$ cat src/rtl/traffic_lamp_driver_if.sv
// traffic_lamp_driver_if
//   Bundles the light-code inputs, the fault-clear request and all lamp /
//   fault outputs of traffic_lamp_driver.
//   master : upstream sequencer / software side (drives codes and clr_fault)
//   slave  : traffic_lamp_driver (drives lamps, fault, fault_code)
//   Optional: FAULT_CNT_EN adds the 8-bit fault_count output.
interface traffic_lamp_driver_if;
  logic [1:0] highway;
  logic [1:0] street;
  logic       clr_fault;
  logic       hw_red, hw_yellow, hw_green;
  logic       st_red, st_yellow, st_green;
  logic       fault;
  logic [1:0] fault_code;
`ifdef FAULT_CNT_EN
  logic [7:0] fault_count;
`endif

  modport master (
    output highway, street, clr_fault,
    input  hw_red, hw_yellow, hw_green, st_red, st_yellow, st_green,
    input  fault, fault_code
`ifdef FAULT_CNT_EN
    , input fault_count
`endif
  );

  modport slave (
    input  highway, street, clr_fault,
    output hw_red, hw_yellow, hw_green, st_red, st_yellow, st_green,
    output fault, fault_code
`ifdef FAULT_CNT_EN
    , output fault_count
`endif
  );
endinterface

$ cat src/rtl/traffic_lamp_driver.sv
// traffic_lamp_driver
//   Lamp driver and safety monitor behind the traffic-light sequencer.
//   Registers the 2-bit highway/street codes, checks them for conflicting
//   greens, invalid codes and illegal colour steps, and drives six lamps.
//   Any violation latches a fault and flashes both reds until clr_fault is
//   accepted; lamps then come back through an all-red recovery interval.
// Ports
//   clk      : system clock, rising edge
//   rst      : asynchronous, active-high reset
//   lamp_if  : traffic_lamp_driver_if.slave
//              in  highway[1:0], street[1:0], clr_fault
//              out hw_red/yellow/green, st_red/yellow/green,
//                  fault, fault_code[1:0] (01 conflict, 10 invalid, 11 sequence)
// Parameters
//   BLINK_DIV      : cycles per half-period of the fault flash (>=2)
//   ALL_RED_CYCLES : cycles of steady all-red recovery (>=1)
// Optional build macro
//   FAULT_CNT_EN   : adds fault_count[7:0], a saturating count of fault entries
module traffic_lamp_driver #(
  parameter int BLINK_DIV      = 8,
  parameter int ALL_RED_CYCLES = 4
) (
  input logic             clk,
  input logic             rst,
  traffic_lamp_driver_if.slave lamp_if
);

  localparam int RW = (ALL_RED_CYCLES > 1) ? $clog2(ALL_RED_CYCLES) : 1;
  localparam int BW = $clog2(BLINK_DIV);
  localparam logic [RW-1:0] REC_LAST   = RW'(ALL_RED_CYCLES - 1);
  localparam logic [BW-1:0] BLINK_LAST = BW'(BLINK_DIV - 1);

  localparam logic [1:0] C_RED = 2'b00;
  localparam logic [1:0] C_GRN = 2'b01;
  localparam logic [1:0] C_YEL = 2'b10;
  localparam logic [1:0] C_INV = 2'b11;

  localparam logic [1:0] F_NONE     = 2'b00;
  localparam logic [1:0] F_CONFLICT = 2'b01;
  localparam logic [1:0] F_INVALID  = 2'b10;
  localparam logic [1:0] F_SEQUENCE = 2'b11;

  typedef enum logic [1:0] {
    S_RECOVER = 2'd0,
    S_NORMAL  = 2'd1,
    S_FAULT   = 2'd2
  } state_e;

  typedef struct packed {
    logic hw_r, hw_y, hw_g;
    logic st_r, st_y, st_g;
  } lamps_t;

  localparam lamps_t ALL_RED = lamps_t'(6'b100_100);

  // one-hot {red, yellow, green} for a legal colour code
  function automatic logic [2:0] decode(input logic [1:0] c);
    decode = {c == C_RED, c == C_YEL, c == C_GRN};
  endfunction

  // only G->Y, Y->R, R->G and "unchanged" are legal steps
  function automatic logic seq_bad(input logic [1:0] p, input logic [1:0] c);
    case ({p, c})
      {C_GRN, C_RED},
      {C_RED, C_YEL},
      {C_YEL, C_GRN}: seq_bad = 1'b1;
      default:        seq_bad = 1'b0;
    endcase
  endfunction

  state_e        state_q, state_d;
  logic [RW-1:0] rec_cnt_q, rec_cnt_d;
  logic [BW-1:0] blink_cnt_q, blink_cnt_d;
  logic [1:0]    hw_q, st_q;
  logic [1:0]    prev_hw_q, prev_hw_d;
  logic [1:0]    prev_st_q, prev_st_d;
  logic          prev_valid_q, prev_valid_d;
  lamps_t        lamps_q, lamps_d;
  logic          fault_q, fault_d;
  logic [1:0]    fault_code_q, fault_code_d;

  logic          conflict, invalid, seq_err;
  logic [1:0]    hard_cause;
  logic          enter_fault;
  logic [1:0]    new_cause;
  logic          flash_red;

  // ---------------- checks on the registered codes ----------------
  always_comb begin
    conflict   = (hw_q != C_RED) && (st_q != C_RED);
    invalid    = (hw_q == C_INV) || (st_q == C_INV);
    seq_err    = prev_valid_q &&
                 (seq_bad(prev_hw_q, hw_q) || seq_bad(prev_st_q, st_q));
    hard_cause = conflict ? F_CONFLICT : (invalid ? F_INVALID : F_NONE);
  end

  // ---------------- next-state / lamp logic ----------------
  // Lamps are computed from the state being entered on this edge, so a
  // pattern that trips a check is replaced by red before it is ever shown.
  always_comb begin
    state_d      = state_q;
    rec_cnt_d    = rec_cnt_q;
    blink_cnt_d  = blink_cnt_q;
    prev_hw_d    = prev_hw_q;
    prev_st_d    = prev_st_q;
    prev_valid_d = 1'b0;          // history is only trusted while in NORMAL
    lamps_d      = ALL_RED;
    fault_d      = fault_q;
    fault_code_d = fault_code_q;
    enter_fault  = 1'b0;
    new_cause    = F_NONE;
    flash_red    = lamps_q.hw_r;

    case (state_q)
      S_RECOVER: begin
        if (conflict || invalid) begin
          enter_fault = 1'b1;
          new_cause   = hard_cause;
        end else if (rec_cnt_q == REC_LAST) begin
          state_d      = S_NORMAL;
          rec_cnt_d    = '0;
          fault_d      = 1'b0;
          fault_code_d = F_NONE;
          lamps_d      = lamps_t'({decode(hw_q), decode(st_q)});
        end else begin
          rec_cnt_d = rec_cnt_q + RW'(1);
        end
      end

      S_NORMAL: begin
        if (conflict || invalid || seq_err) begin
          enter_fault = 1'b1;
          new_cause   = (hard_cause != F_NONE) ? hard_cause : F_SEQUENCE;
        end else begin
          lamps_d      = lamps_t'({decode(hw_q), decode(st_q)});
          prev_hw_d    = hw_q;
          prev_st_d    = st_q;
          prev_valid_d = 1'b1;
        end
      end

      S_FAULT: begin
        // a clear is only honoured once the inputs are safe again
        if (lamp_if.clr_fault && !conflict && !invalid) begin
          state_d     = S_RECOVER;
          rec_cnt_d   = '0;
          blink_cnt_d = '0;
          lamps_d     = ALL_RED;
        end else begin
          if (blink_cnt_q == BLINK_LAST) begin
            blink_cnt_d = '0;
            flash_red   = ~lamps_q.hw_r;
          end else begin
            blink_cnt_d = blink_cnt_q + BW'(1);
          end
          lamps_d = lamps_t'({flash_red, 2'b00, flash_red, 2'b00});
        end
      end

      default: begin
        state_d   = S_RECOVER;
        rec_cnt_d = '0;
      end
    endcase

    if (enter_fault) begin
      state_d      = S_FAULT;
      rec_cnt_d    = '0;
      blink_cnt_d  = '0;
      fault_d      = 1'b1;
      fault_code_d = new_cause;
      lamps_d      = ALL_RED;
    end
  end

  // ---------------- state registers ----------------
  always_ff @(posedge clk or posedge rst) begin
    if (rst) begin
      state_q      <= S_RECOVER;
      rec_cnt_q    <= '0;
      blink_cnt_q  <= '0;
      hw_q         <= C_RED;
      st_q         <= C_RED;
      prev_hw_q    <= C_RED;
      prev_st_q    <= C_RED;
      prev_valid_q <= 1'b0;
      lamps_q      <= ALL_RED;
      fault_q      <= 1'b0;
      fault_code_q <= F_NONE;
    end else begin
      state_q      <= state_d;
      rec_cnt_q    <= rec_cnt_d;
      blink_cnt_q  <= blink_cnt_d;
      hw_q         <= lamp_if.highway;
      st_q         <= lamp_if.street;
      prev_hw_q    <= prev_hw_d;
      prev_st_q    <= prev_st_d;
      prev_valid_q <= prev_valid_d;
      lamps_q      <= lamps_d;
      fault_q      <= fault_d;
      fault_code_q <= fault_code_d;
    end
  end

`ifdef FAULT_CNT_EN
  // counts entries only; re-detection while already flashing is not an entry
  logic [7:0] fault_count_q, fault_count_d;

  always_comb begin
    fault_count_d = fault_count_q;
    if (enter_fault && (fault_count_q != 8'hFF))
      fault_count_d = fault_count_q + 8'd1;
  end

  always_ff @(posedge clk or posedge rst) begin
    if (rst) fault_count_q <= '0;
    else     fault_count_q <= fault_count_d;
  end

  assign lamp_if.fault_count = fault_count_q;
`endif

  assign lamp_if.hw_red     = lamps_q.hw_r;
  assign lamp_if.hw_yellow  = lamps_q.hw_y;
  assign lamp_if.hw_green   = lamps_q.hw_g;
  assign lamp_if.st_red     = lamps_q.st_r;
  assign lamp_if.st_yellow  = lamps_q.st_y;
  assign lamp_if.st_green   = lamps_q.st_g;
  assign lamp_if.fault      = fault_q;
  assign lamp_if.fault_code = fault_code_q;

endmodule
$ cat src/flat_wrapper.sv
// flat-port wrapper written by rule: the top's interface ports become plain ports
module traffic_lamp_driver_flat 
#(
  parameter int BLINK_DIV      = 8,
  parameter int ALL_RED_CYCLES = 4
)
  (clk, rst, lamp_if_highway, lamp_if_street, lamp_if_clr_fault, lamp_if_hw_red, lamp_if_hw_yellow, lamp_if_hw_green, lamp_if_st_red, lamp_if_st_yellow, lamp_if_st_green, lamp_if_fault, lamp_if_fault_code);
  traffic_lamp_driver_if lamp_if_i ();
  input logic clk;
  input logic rst;
  input wire logic [$bits(lamp_if_i.highway)-1:0] lamp_if_highway;
  input wire logic [$bits(lamp_if_i.street)-1:0] lamp_if_street;
  input wire logic [$bits(lamp_if_i.clr_fault)-1:0] lamp_if_clr_fault;
  output wire logic [$bits(lamp_if_i.hw_red)-1:0] lamp_if_hw_red;
  output wire logic [$bits(lamp_if_i.hw_yellow)-1:0] lamp_if_hw_yellow;
  output wire logic [$bits(lamp_if_i.hw_green)-1:0] lamp_if_hw_green;
  output wire logic [$bits(lamp_if_i.st_red)-1:0] lamp_if_st_red;
  output wire logic [$bits(lamp_if_i.st_yellow)-1:0] lamp_if_st_yellow;
  output wire logic [$bits(lamp_if_i.st_green)-1:0] lamp_if_st_green;
  output wire logic [$bits(lamp_if_i.fault)-1:0] lamp_if_fault;
  output wire logic [$bits(lamp_if_i.fault_code)-1:0] lamp_if_fault_code;
  assign lamp_if_i.highway = lamp_if_highway;
  assign lamp_if_i.street = lamp_if_street;
  assign lamp_if_i.clr_fault = lamp_if_clr_fault;
  assign lamp_if_hw_red = lamp_if_i.hw_red;
  assign lamp_if_hw_yellow = lamp_if_i.hw_yellow;
  assign lamp_if_hw_green = lamp_if_i.hw_green;
  assign lamp_if_st_red = lamp_if_i.st_red;
  assign lamp_if_st_yellow = lamp_if_i.st_yellow;
  assign lamp_if_st_green = lamp_if_i.st_green;
  assign lamp_if_fault = lamp_if_i.fault;
  assign lamp_if_fault_code = lamp_if_i.fault_code;
  traffic_lamp_driver #(.BLINK_DIV(BLINK_DIV), .ALL_RED_CYCLES(ALL_RED_CYCLES)) u_core (.clk(clk), .rst(rst), .lamp_if(lamp_if_i));
endmodule
$ cat config.mk
export PLATFORM = sky130hd
export DESIGN_NAME = traffic_lamp_driver_flat
export DESIGN_NICKNAME = d
export VERILOG_FILES = /design/src/rtl/traffic_lamp_driver_if.sv /design/src/rtl/traffic_lamp_driver.sv /design/src/flat_wrapper.sv
export SDC_FILE = /design/constraint.sdc
export NUM_CORES = 1
export LEC_CHECK = 0
export BUFFER_PORTS_ARGS = -buffer_cell sky130_fd_sc_hd__buf_2
export CAP_MARGIN = 40
export CORE_UTILIZATION = 35
export CTS_CLUSTER_DIAMETER = 100
export CTS_CLUSTER_SIZE = 25
export DETAILED_ROUTE_END_ITERATION = 7
export PLACE_DENSITY_LB_ADDON = 0.05
export SLEW_MARGIN = 10
export SYNTH_ARGS = -nofsm -noshare
export SYNTH_HDL_FRONTEND = slang
export SYNTH_SLANG_ARGS = --single-unit
$ cat constraint.sdc
create_clock -name clk -period 2.2 [get_ports clk]
set_clock_uncertainty 0.2 [all_clocks]
set_input_delay 0.44 -clock clk [delete_from_list [all_inputs] [get_ports clk]]
set_output_delay 0.44 -clock clk [all_outputs]
set_load 0.05 [all_outputs]
==> metrics.log, run 1 <==
INFO  metric finalNetCount = 153
INFO  metric critPathMaxStageDelay = 0.53 ns
INFO  metric antenna_found_initial = 0
INFO  metric start_kind = register
INFO  metric drive_gt1_share = 22.5%
INFO  metric synth_area = 0.00122 mm²
INFO  metric htreeDepth = 1
INFO  metric syn_inst = 120
INFO  metric final_cell_mix = sky130_fd_sc_hd__dfrtp_1, sky130_fd_sc_hd__buf_2, sky130_fd_sc_hd__inv_1
INFO  metric cellInternalPower = 0.728 mW
INFO  metric drv_slew = 0
INFO  metric portBuffers = 15
INFO  metric synthesis.yosys.warnings = 0
INFO  metric timing.rr.start = u_core.hw_q[0]
INFO  metric synth.distinct_cells = 33
INFO  metric area_growth_syn_to_layout = 16.0%
INFO  metric hold-worst-slack = 0.279 ns
INFO  metric cp-end-kind = register
INFO  metric fin_tns_setup = 0 ns
INFO  metric grt_pass1_wl = 3930 µm
INFO  metric dp_hpwl = 1690 µm
INFO  metric routabilityCongestion = 0.751
INFO  metric cts.reportedPaths.clkPinSlew = 0.14 ns
INFO  metric postSynthAreaPerCell = 10.2 µm²
INFO  metric postLayoutCoreUtil = 42.4%
INFO  metric wirelength = 2390 µm
INFO  metric layout_commonest_cell = sky130_fd_sc_hd__dfrtp_1
INFO  metric final_min_period_over_clock_period = 86.1%
INFO  metric clock_sink_count = 25
INFO  metric dr_total_vias = 941
INFO  metric route.top_layer_used = met4
INFO  metric crit-reg2reg-capture = u_core.blink_cnt_q[0]
INFO  metric netSwitchingFraction = 34.9%
INFO  metric met3_wire_length = 128 µm
INFO  metric critical-path-slowest-cell = sky130_fd_sc_hd__dfrtp_1
INFO  metric drt_drc_violations_left = 0
INFO  metric num-fill-cells = 351
INFO  metric worst_ir_drop_vdd = 0.338 mV
INFO  metric cts.path.max_buffers = 2
INFO  metric net_switching_power_of_the_design = 0.390 mW
INFO  metric synth-main-ff-cell = sky130_fd_sc_hd__dfrtp_1
INFO  metric tightest_slew = 0.401 ns
INFO  metric max_clock_freq = 0.528 GHz
INFO  metric rsz0062_at_grt = no
INFO  metric min-delay-path-class = primary input to register
INFO  metric max_cap_viol_count = 0
INFO  metric rows = 21
INFO  metric setup_viol_count_final = 0
INFO  metric slew_headroom = 73.3%
INFO  metric length_of_the_first_detailed_routing_pass_in_iterations = 4
INFO  metric first_global_vias = 850
INFO  metric critical_path.startpoint = u_core.hw_q[0]
INFO  metric total_power_of_the_final_layout = 1.12 mW
INFO  metric cts_made_buffers = 3
INFO  metric die_h = 61.0 µm
INFO  metric clkPwrFrac = 18.5%
INFO  metric critical_path_peak_fanout = 10
INFO  metric num_io_pins = 16
INFO  metric initial_utilization = 36.6%
INFO  metric clkLatencyLatePin = 0.32 ns
INFO  metric reg2reg_depth = 5
INFO  metric part_of_the_total_power_dissipated_in_combinational_logic = 28.8%
INFO  metric pre_cts_slack = 0.199 ns
INFO  metric critical_path_required = 2.21 ns
INFO  metric cts_resized = 0
INFO  metric layout_min_cycle_time = 1.90 ns
INFO  metric synth_sequential_area_ratio = 51.5%
INFO  metric initialDrtViolationCount = 38
INFO  metric fp.dieArea = 0.00373 mm²
INFO  metric met2RoutedLength = 1040 µm
INFO  metric power_density = 791 mW/mm²
INFO  metric gr-usage-all-layers = 14.6%
INFO  metric n_antenna_cell = 0
INFO  metric static-leakage-power = 0.662 nW
INFO  metric ffs_w_async_s_r_synth = 100%
INFO  metric hold_viol = 0
INFO  metric floorplan.core_area = 0.00334 mm²
INFO  metric number_of_flops_mapped_to_enable_cells_by_yosys = 0
INFO  metric register_bit_count_reported_by_yosys = 25
INFO  metric die_w = 61.0 µm
INFO  metric clock-root-buffer = sky130_fd_sc_hd__clkbuf_4
INFO  metric detail_route.vias_per_cell = 5.01
INFO  metric cp_cell_instances = nor4bb_1 -> o21ai_1 -> nand3_1 -> a21o_1 -> a31oi_1
INFO  metric sequential_share_of_power = 52.7%
INFO  metric synth.net_count = 130
INFO  metric r2r_setup_slack = 0.30 ns
INFO  metric wirelength_met1 = 1200 µm
INFO  metric gr_ovfl_total = 0
INFO  metric endpoint = u_core.blink_cnt_q[0]
INFO  metric routedWlPerCell = 12.7 µm
INFO  metric holdCritStartpoint = lamp_if_clr_fault
INFO  metric antenna_left = 0
INFO  metric final_critical_path_setup_slack = 0.305 ns
INFO  metric run_status = finished clean
INFO  metric criticalPathCategory = register to register
INFO  metric cts_tree = yes
INFO  metric grt_start_max_net_pins = 26
INFO  metric arrival = 1.90 ns
power groups by stage:
stage	Clock (mW)	Combinational, mW	Sequential, mW
after floorplan	0	0.170	0.674
after global placement	0	0.312	0.597
after detailed placement	0	0.318	0.600
after CTS	0.220	0.321	0.590
after global routing	0.239	0.356	0.602
final	0.207	0.322	0.589
how the worst min path moves through the flow:
stage	to	slack, ns	cells after the start
floorplan	u_core.blink_cnt_q[0]	0.26	1
global placement	u_core.lamp_if.fault_code[0]	0.27	1
detailed placement	u_core.lamp_if.fault_code[0]	0.28	1
CTS	u_core.st_q[0]	0.005	1
global route	u_core.state_q[1]	0.30	4
finish	u_core.state_q[1]	0.28	4
through the flow:
step,instance area (µm²),std cells
after floorplan,1220,120
after global placement,1320,177
after global routing,1420,188
after detailed placement,1320,177
final,1420,188
after CTS,1360,182
synthesized netlist by cell type, drive strengths merged (4+ instances only):
master	n	area, µm²
o41ai	4	35.0
inv	11	41.3
a21o	4	31.3
nand2	7	26.3
buf	7	60.1
o21ai	10	50.1
nor2	8	30.0
a21oi	8	40.0
nor4	4	25.0
dfrtp	23	576
metal layers:
metal / vias to the layer above / GRT usage, %
li1: 474 / -
met1: 436 / 20.3
met2: 29 / 22.0
met3: 2 / 2.52
met4: 0 / 6.82
met5: - / 0
state kept, by name, summed over array words and instances (netlist names), 2 cells and up:
signal / flops
u_core.st_q: 2
u_core.blink_cnt_q: 3
u_core.rec_cnt_q: 2
u_core.prev_hw_q: 2
u_core.state_q: 2
u_core.hw_q: 2
u_core.prev_st_q: 2
u_core.lamp_if.fault_code: 2
worst max-delay path: cells and delay by family, from the launching register on:
| kind | cells | cell delay, ns |
|---|---|---|
| compound gates | 3 | 0.59 |
| flops | 1 | 0.53 |
| simple gates | 2 | 0.47 |
layout make-up:
cell class              instances  area, µm²  area share [%]
flip-flops and latches         25        628            44.4
multi-input cells              75        483            34.1
repair buffers                 27        178            12.6
well taps                      46       57.6            4.07
inverters                      11       41.3            2.92
clock buffers                   3       22.5            1.59
clock inverters                 1       5.00           0.354
logic make-up after synthesis:
kind of cell | after synthesis | synth area share [%]
compound gates | 40 | 22.4
simple gates | 29 | 12.0
flops | 25 | 51.5
buf+inv | 20 | 8.92
xor+xnor | 3 | 2.15
fa+ha+maj | 3 | 3.08
what timing repair did:
| item | in CTS | in global routing |
|---|---|---|
| buffers inserted | 0 | 2 |
| hold endpoints to repair | 23 | 4 |
| hold buffers | 1 | 4 |
| setup endpoints to repair | 0 | 1 |
Note: power is estimated with default switching activity, not from simulation.
==> run 2: changes to the inputs <==
--- a/config.mk
+++ b/config.mk
@@ -5,6 +5,7 @@
 export SDC_FILE = /design/constraint.sdc
 export NUM_CORES = 1
 export LEC_CHECK = 0
+export ABC_AREA = 1
 export BUFFER_PORTS_ARGS = -buffer_cell sky130_fd_sc_hd__buf_2
 export CAP_MARGIN = 40
 export CORE_UTILIZATION = 35
==> metrics.log, run 2 <==
INFO  metric synth_most_common_cell = sky130_fd_sc_hd__nand2_1
INFO  metric synth.net_count = 148
INFO  metric cp_cell_instances = nor2_2 -> nor2_4 -> nor2_4 -> nand3_2 -> nand2_1 -> inv_2 -> nor2_1
INFO  metric part_of_the_total_power_dissipated_in_combinational_logic = 37.5%
INFO  metric min-delay-path-class = primary input to register
INFO  metric clkPwrFrac = 15.7%
INFO  metric postSynthAreaPerCell = 8.84 µm²
INFO  metric die_h = 61.0 µm
INFO  metric grt_start_max_net_pins = 15
INFO  metric hold_viol = 0
INFO  metric layout_min_cycle_time = 1.79 ns
INFO  metric drv_slew = 0
INFO  metric static-leakage-power = 0.719 nW
INFO  metric tightest_slew = 0.487 ns
INFO  metric synthesis.yosys.warnings = 0
INFO  metric finish.instance_area = 0.00141 mm²
INFO  metric total_power_of_the_final_layout = 1.32 mW
INFO  metric postLayoutCoreUtil = 42.4%
INFO  metric register_bit_count_reported_by_yosys = 25
INFO  metric syn_inst = 138
INFO  metric layout_commonest_cell = sky130_fd_sc_hd__nand2_1
INFO  metric synth_area = 0.00122 mm²
INFO  metric top_register = u_core.blink_cnt_q
INFO  metric ys_top_cells_by_count = sky130_fd_sc_hd__nand2_1, sky130_fd_sc_hd__dfrtp_1, sky130_fd_sc_hd__nor2_1
INFO  metric dp_hpwl = 1630 µm
INFO  metric globalRouteMet3Util = 2.52%
INFO  metric initialDrtViolationCount = 17
INFO  metric critPathMaxStageDelay = 0.44 ns
INFO  metric criticalPathCategory = register to register
INFO  metric ffs_w_async_s_r_synth = 100%
INFO  metric power_density = 935 mW/mm²
INFO  metric detail_route.vias_per_cell = 4.47
INFO  metric synth_largest_type_area_fraction = 47.2%
INFO  metric grt_use_met2 = 20.0%
INFO  metric fin_tns_setup = 0 ns
INFO  metric antenna_found_initial = 0
INFO  metric netlist.top_cell.by_area = sky130_fd_sc_hd__dfrtp_1
INFO  metric die_w = 61.0 µm
INFO  metric largest_register_ff_count = 3
INFO  metric length_of_the_first_detailed_routing_pass_in_iterations = 4
INFO  metric slew_headroom = 67.4%
INFO  metric grtUsageMet1 = 21.1%
INFO  metric globalRoute.busiestLayer = met1
INFO  metric max_cap_viol_count = 0
INFO  metric num_io_pins = 16
INFO  metric cts.path.max_buffers = 2
INFO  metric routedWlPerCell = 10.6 µm
INFO  metric cts_tree = yes
INFO  metric setup_viol_count_final = 0
INFO  metric critical_path_peak_fanout = 11
INFO  metric grt_pass1_wl = 3820 µm
INFO  metric pre_cts_slack = 0.424 ns
INFO  metric arrival = 1.84 ns
INFO  metric gr_ovfl_total = 0
INFO  metric antenna_left = 0
INFO  metric clock_sink_count = 25
INFO  metric worst_ir_drop_vdd = 0.312 mV
INFO  metric clkLatencyLatePin = 0.32 ns
INFO  metric final_critical_path_setup_slack = 0.413 ns
INFO  metric synth.area.top_cells = sky130_fd_sc_hd__dfrtp_1, sky130_fd_sc_hd__nand2_1, sky130_fd_sc_hd__nor2_1
INFO  metric path_common_cell = sky130_fd_sc_hd__nor2_4
INFO  metric wirelength = 2200 µm
INFO  metric cts_setup_buffers = 0
INFO  metric rsz0062_at_grt = no
INFO  metric number_of_flops_mapped_to_enable_cells_by_yosys = 0
INFO  metric clock-root-buffer = sky130_fd_sc_hd__clkbuf_4
INFO  metric critical-path-slowest-cell = sky130_fd_sc_hd__dfrtp_1
INFO  metric first_global_vias = 842
INFO  metric drt_drc_violations_left = 0
INFO  metric fp.dieArea = 0.00373 mm²
INFO  metric portBuffers = 15
INFO  metric drive_gt1_share = 25.5%
INFO  metric synth-main-ff-cell = sky130_fd_sc_hd__dfrtp_1
INFO  metric cp-end-kind = register
INFO  metric post_dp_cell_area = 0.00134 mm²
INFO  metric cellInternalPower = 0.784 mW
INFO  metric gr-usage-all-layers = 14.1%
INFO  metric rows = 21
INFO  metric synth.distinct_cells = 20
INFO  metric dr_total_vias = 926
INFO  metric finalNetCount = 172
INFO  metric synth_sequential_area_ratio = 51.5%
INFO  metric critical_path_required = 2.25 ns
INFO  metric sequential_share_of_power = 46.7%
INFO  metric cts.reportedPaths.clkPinSlew = 0.14 ns
INFO  metric floorplan.core_area = 0.00334 mm²
INFO  metric routabilityCongestion = 0.799
INFO  metric netSwitchingFraction = 40.7%
INFO  metric final_cell_mix = sky130_fd_sc_hd__nand2_1, sky130_fd_sc_hd__dfrtp_1, sky130_fd_sc_hd__nor2_1, sky130_fd_sc_hd__buf_2, sky130_fd_sc_hd__inv_1
INFO  metric initial_utilization = 36.6%
INFO  metric htreeDepth = 1
INFO  metric final_min_period_over_clock_period = 81.2%
INFO  metric area_growth_syn_to_layout = 15.9%
INFO  metric n_antenna_cell = 0
INFO  metric max_clock_freq = 0.560 GHz
INFO  metric net_switching_power_of_the_design = 0.538 mW
INFO  metric run_status = finished clean
INFO  metric start_kind = register
INFO  metric cts_made_buffers = 3
-- run 2: changes by cell type in the layout (fill, tap and decap cells not counted), sizes merged, moves of 4 or more --
cell   delta
o41ai     -4
a21oi     -7
nor2     +11
nand2    +37
a21o      -4
nor4      -4
nand4     +6
nand3     +8
buf       -6
inv       +6
-- run 2: layout make-up --
class | instances | area (µm²)
timing repair buffer | 21 | 133
inverter | 17 | 63.8
tap | 46 | 57.6
sequential | 25 | 628
fill | 356 | 1920
multi-input combinational | 94 | 505
clock buffer | 4 | 26.3
-- run 2: cells by family (layout without fill, tap and decap cells) --
logic type                 count (synthesis)  in the layout  synth area share, %
and+or+nand+nor                           81             81                 31.0
adders and majority gates                  3              3                 3.08
AOI/OAI and AO/OA                          9              9                 6.67
xor gates and xnor gates                   1              1                0.718
DFF                                       25             25                 51.5
buffers and inverters                     19             42                 7.08
-- run 2: layer usage --
layer	up-vias	part of all wire [%]	routed length, µm
li1	483	-	-
met1	423	52	1140
met2	18	44	967
met3	2	3.2	71
met4	0	1.0	22
met5	-	0	0
-- run 2: final timing paths --
| path | start | slack [ns] | cells past startpoint | to |
|---|---|---|---|---|
| max | u_core.hw_q[1] | 0.41 | 7 | u_core.lamp_if.st_green |
| max in group asynchronous | rst | 0.81 | 4 | u_core.prev_valid_q |
| min in group asynchronous | rst | 0.44 | 3 | u_core.blink_cnt_q[2] |
| min | lamp_if_clr_fault | 0.28 | 5 | u_core.lamp_if.hw_red |
| max reg2reg | u_core.hw_q[1] | 0.41 | 7 | u_core.lamp_if.st_green |
| min reg2reg | u_core.rec_cnt_q[1] | 0.30 | 2 | u_core.rec_cnt_q[1] |
-- run 2: power by group through the flow --
stage	Combinational (mW)	Sequential [mW]	Clock, mW
final	0.496	0.618	0.208
after global routing	0.564	0.633	0.240
after CTS	0.495	0.618	0.216
after detailed placement	0.492	0.628	0
after global placement	0.488	0.624	0
after floorplan	0.277	0.736	0
-- run 2: critical path, delay by kind of cell (launching register included) --
family / cells / cell delay [ns]
buffers and inverters: 1 / 0.06
flip-flops: 1 / 0.44
AND/OR/NAND/NOR: 6 / 1.02
-- run 2: what timing repair did --
| item | CTS | global route |
|---|---|---|
| gates resized for setup | 0 | 0 |
| endpoints found under the hold margin | 9 | 4 |
| hold buffers | 1 | 4 |
-- run 2: per-stage QoR --
| stage | cells | hold slack, ns |
|---|---|---|
| floorplan | 138 | 0.245 |
| global placement | 198 | 0.262 |
| detailed placement | 198 | 0.270 |
| CTS | 203 | 0.0129 |
| global route | 207 | 0.312 |
| finish | 207 | 0.284 |
==> run 3: changes to the inputs <==
--- a/config.mk
+++ b/config.mk
@@ -5,7 +5,7 @@
 export SDC_FILE = /design/constraint.sdc
 export NUM_CORES = 1
 export LEC_CHECK = 0
-export ABC_AREA = 1
+export ABC_AREA = 0
 export BUFFER_PORTS_ARGS = -buffer_cell sky130_fd_sc_hd__buf_2
 export CAP_MARGIN = 40
 export CORE_UTILIZATION = 35
==> constraint.sdc (replaced) <==
create_clock -name clk -period 1.5 [get_ports clk]
set_clock_uncertainty 0.2 [all_clocks]
set_input_delay 0.3 -clock clk [delete_from_list [all_inputs] [get_ports clk]]
set_output_delay 0.3 -clock clk [all_outputs]
set_load 0.05 [all_outputs]
==> metrics.log, run 3 (synthesis gave the netlist of run 1 again) <==
INFO  metric detail_route.vias_per_cell = 5.03
INFO  metric routabilityCongestion = 0.814
INFO  metric final_cell_mix = sky130_fd_sc_hd__buf_4, sky130_fd_sc_hd__dfrtp_1, sky130_fd_sc_hd__inv_1, sky130_fd_sc_hd__buf_2
INFO  metric violations = negative setup slack
INFO  metric die_w = 61.0 µm
INFO  metric antenna_found_initial = 0
INFO  metric post_dp_cell_area = 0.00147 mm²
INFO  metric floorplan.core_area = 0.00334 mm²
INFO  metric num_io_pins = 16
INFO  metric cts.reportedPaths.clkPinSlew = 0.13 ns
INFO  metric layout_commonest_cell = sky130_fd_sc_hd__buf_4
INFO  metric finish.instance_area = 0.00181 mm²
INFO  metric length_of_the_first_detailed_routing_pass_in_iterations = 4
INFO  metric criticalPathCategory = register to register
INFO  metric power_density = 987 mW/mm²
INFO  metric critical_path_peak_fanout = 5
INFO  metric multiInputGateArea = 644 µm²
INFO  metric top_register = u_core.blink_cnt_q
INFO  metric hold_viol = 0
INFO  metric cts.path.max_buffers = 2
INFO  metric final_critical_path_setup_slack = -0.308 ns
INFO  metric final_min_period_over_clock_period = 121%
INFO  metric cp-end-kind = register
INFO  metric clkLatencyLatePin = 0.33 ns
INFO  metric rsz0062_at_grt = yes
INFO  metric start_kind = register
INFO  metric static-leakage-power = 0.848 nW
INFO  metric gr_ovfl_total = 0
INFO  metric finalNetCount = 179
INFO  metric postLayoutCoreUtil = 54.2%
INFO  metric portBuffers = 15
INFO  metric initial_utilization = 36.6%
INFO  metric layout_min_cycle_time = 1.81 ns
INFO  metric routedWlPerCell = 13.6 µm
INFO  metric die_h = 61.0 µm
INFO  metric tightest_slew = 0.311 ns
INFO  metric drt_drc_violations_left = 0
INFO  metric cts_tree = yes
INFO  metric drv_slew = 0
INFO  metric gr-usage-all-layers = 17.8%
INFO  metric run_status = finished, violations left
INFO  metric max_clock_freq = 0.553 GHz
INFO  metric n_antenna_cell = 0
INFO  metric arrival = 1.84 ns
INFO  metric drive_gt1_share = 47.6%
INFO  metric first_global_vias = 1027
INFO  metric antenna_left = 0
INFO  metric setup_viol_count_final = 23
INFO  metric cts_made_buffers = 3
INFO  metric rows = 21
INFO  metric min-delay-path-class = primary input to register
INFO  metric layout.area.seq = 633 µm²
INFO  metric htreeDepth = 1
INFO  metric clock-root-buffer = sky130_fd_sc_hd__clkbuf_4
INFO  metric dp_hpwl = 1970 µm
INFO  metric area_growth_syn_to_layout = 48.2%
INFO  metric fp.dieArea = 0.00373 mm²
INFO  metric grt_pass1_wl = 4750 µm
INFO  metric critical_path_required = 1.53 ns
INFO  metric clock_sink_count = 25
INFO  metric hold-worst-slack = 0.152 ns
INFO  metric numPlacedInstances = 197
INFO  metric grt_start_max_net_pins = 26
INFO  metric initialDrtViolationCount = 37
INFO  metric largest_register_ff_count = 3
INFO  metric dr_total_vias = 1077
INFO  metric worst_ir_drop_vdd = 0.577 mV
INFO  metric wirelength = 2910 µm
INFO  metric num-fill-cells = 311
INFO  metric max_cap_viol_count = 0
INFO  metric slew_headroom = 79.3%
INFO  metric final_cells = 214
==> run 3: cell count changes in the layout (fill, tap and decap cells not counted), sizes merged, moves of 7 or more <==
| cell | delta |
|---|---|
| nand3 | -8 |
| nor2 | -11 |
| a21oi | +7 |
| buf | +29 |
| nand2 | -37 |
==> run 3: worst paths after layout <==
path,start,to,slack [ns],cells past startpoint
worst max-delay path,u_core.hw_q[1],u_core.lamp_if.fault_code[0],-0.31,6
worst min-delay path,lamp_if_clr_fault,u_core.state_q[1],0.15,4
worst max register to register,u_core.hw_q[1],u_core.lamp_if.fault_code[0],-0.31,6
worst min register to register,u_core.blink_cnt_q[0],u_core.blink_cnt_q[0],0.32,1
max in group asynchronous,rst,u_core.lamp_if.st_red,0.47,4
min in group asynchronous,rst,u_core.hw_q[0],0.34,4
==> run 3: metrics by stage <==
stage / setup slack (ns) / power, mW / setup TNS, ns
after floorplan: -0.302 / 1.24 / -3.14
after global placement: -0.325 / 1.36 / -5.61
after detailed placement: -0.371 / 1.37 / -6.48
after CTS: -0.317 / 1.77 / -4.78
after global routing: -0.427 / 1.90 / -6.88
final: -0.308 / 1.78 / -4.53
==> run 3: where the power goes <==
| group | switching (mW) | leakage [nW] | internal (mW) |
|---|---|---|---|
| Combinational | 0.329 | 0.523 | 0.280 |
| Clock | 0.202 | 0.0150 | 0.104 |
| Sequential | 0.0812 | 0.310 | 0.787 |
==> run 3: layout make-up <==
class	instances	area share (%)
inverter	11	2.28
multi-input combinational	76	35.6
tap	46	3.18
timing repair buffer	52	22.4
sequential	25	35.0
clock buffer	4	1.45
==> run 3: worst max-delay path, stage by stage (launching register included) <==
cell                       delay, ns
sky130_fd_sc_hd__dfrtp_2        0.49
sky130_fd_sc_hd__nor4bb_4       0.33
sky130_fd_sc_hd__o21ai_2        0.09
sky130_fd_sc_hd__nand4_1        0.18
sky130_fd_sc_hd__buf_4          0.16
sky130_fd_sc_hd__o21ai_2        0.07
sky130_fd_sc_hd__o22a_1         0.21
==> run 3: layer usage <==
layer	routed length, µm	vias up	GRT usage (%)
li1	-	529	-
met1	1420	525	23.2
met2	1380	18	29.5
met3	64	5	2.52
met4	49	0	7.79
met5	0	-	0
==> run 3: repair_timing <==
action                     4_1_cts  5_1_grt
cloned                           0        1
pin swaps                        7        8
setup endpoints to repair       23       25
gates resized for setup         34       15
hold buffers                     5        0
buffers inserted                 7        0
hold endpoints to repair        27        0
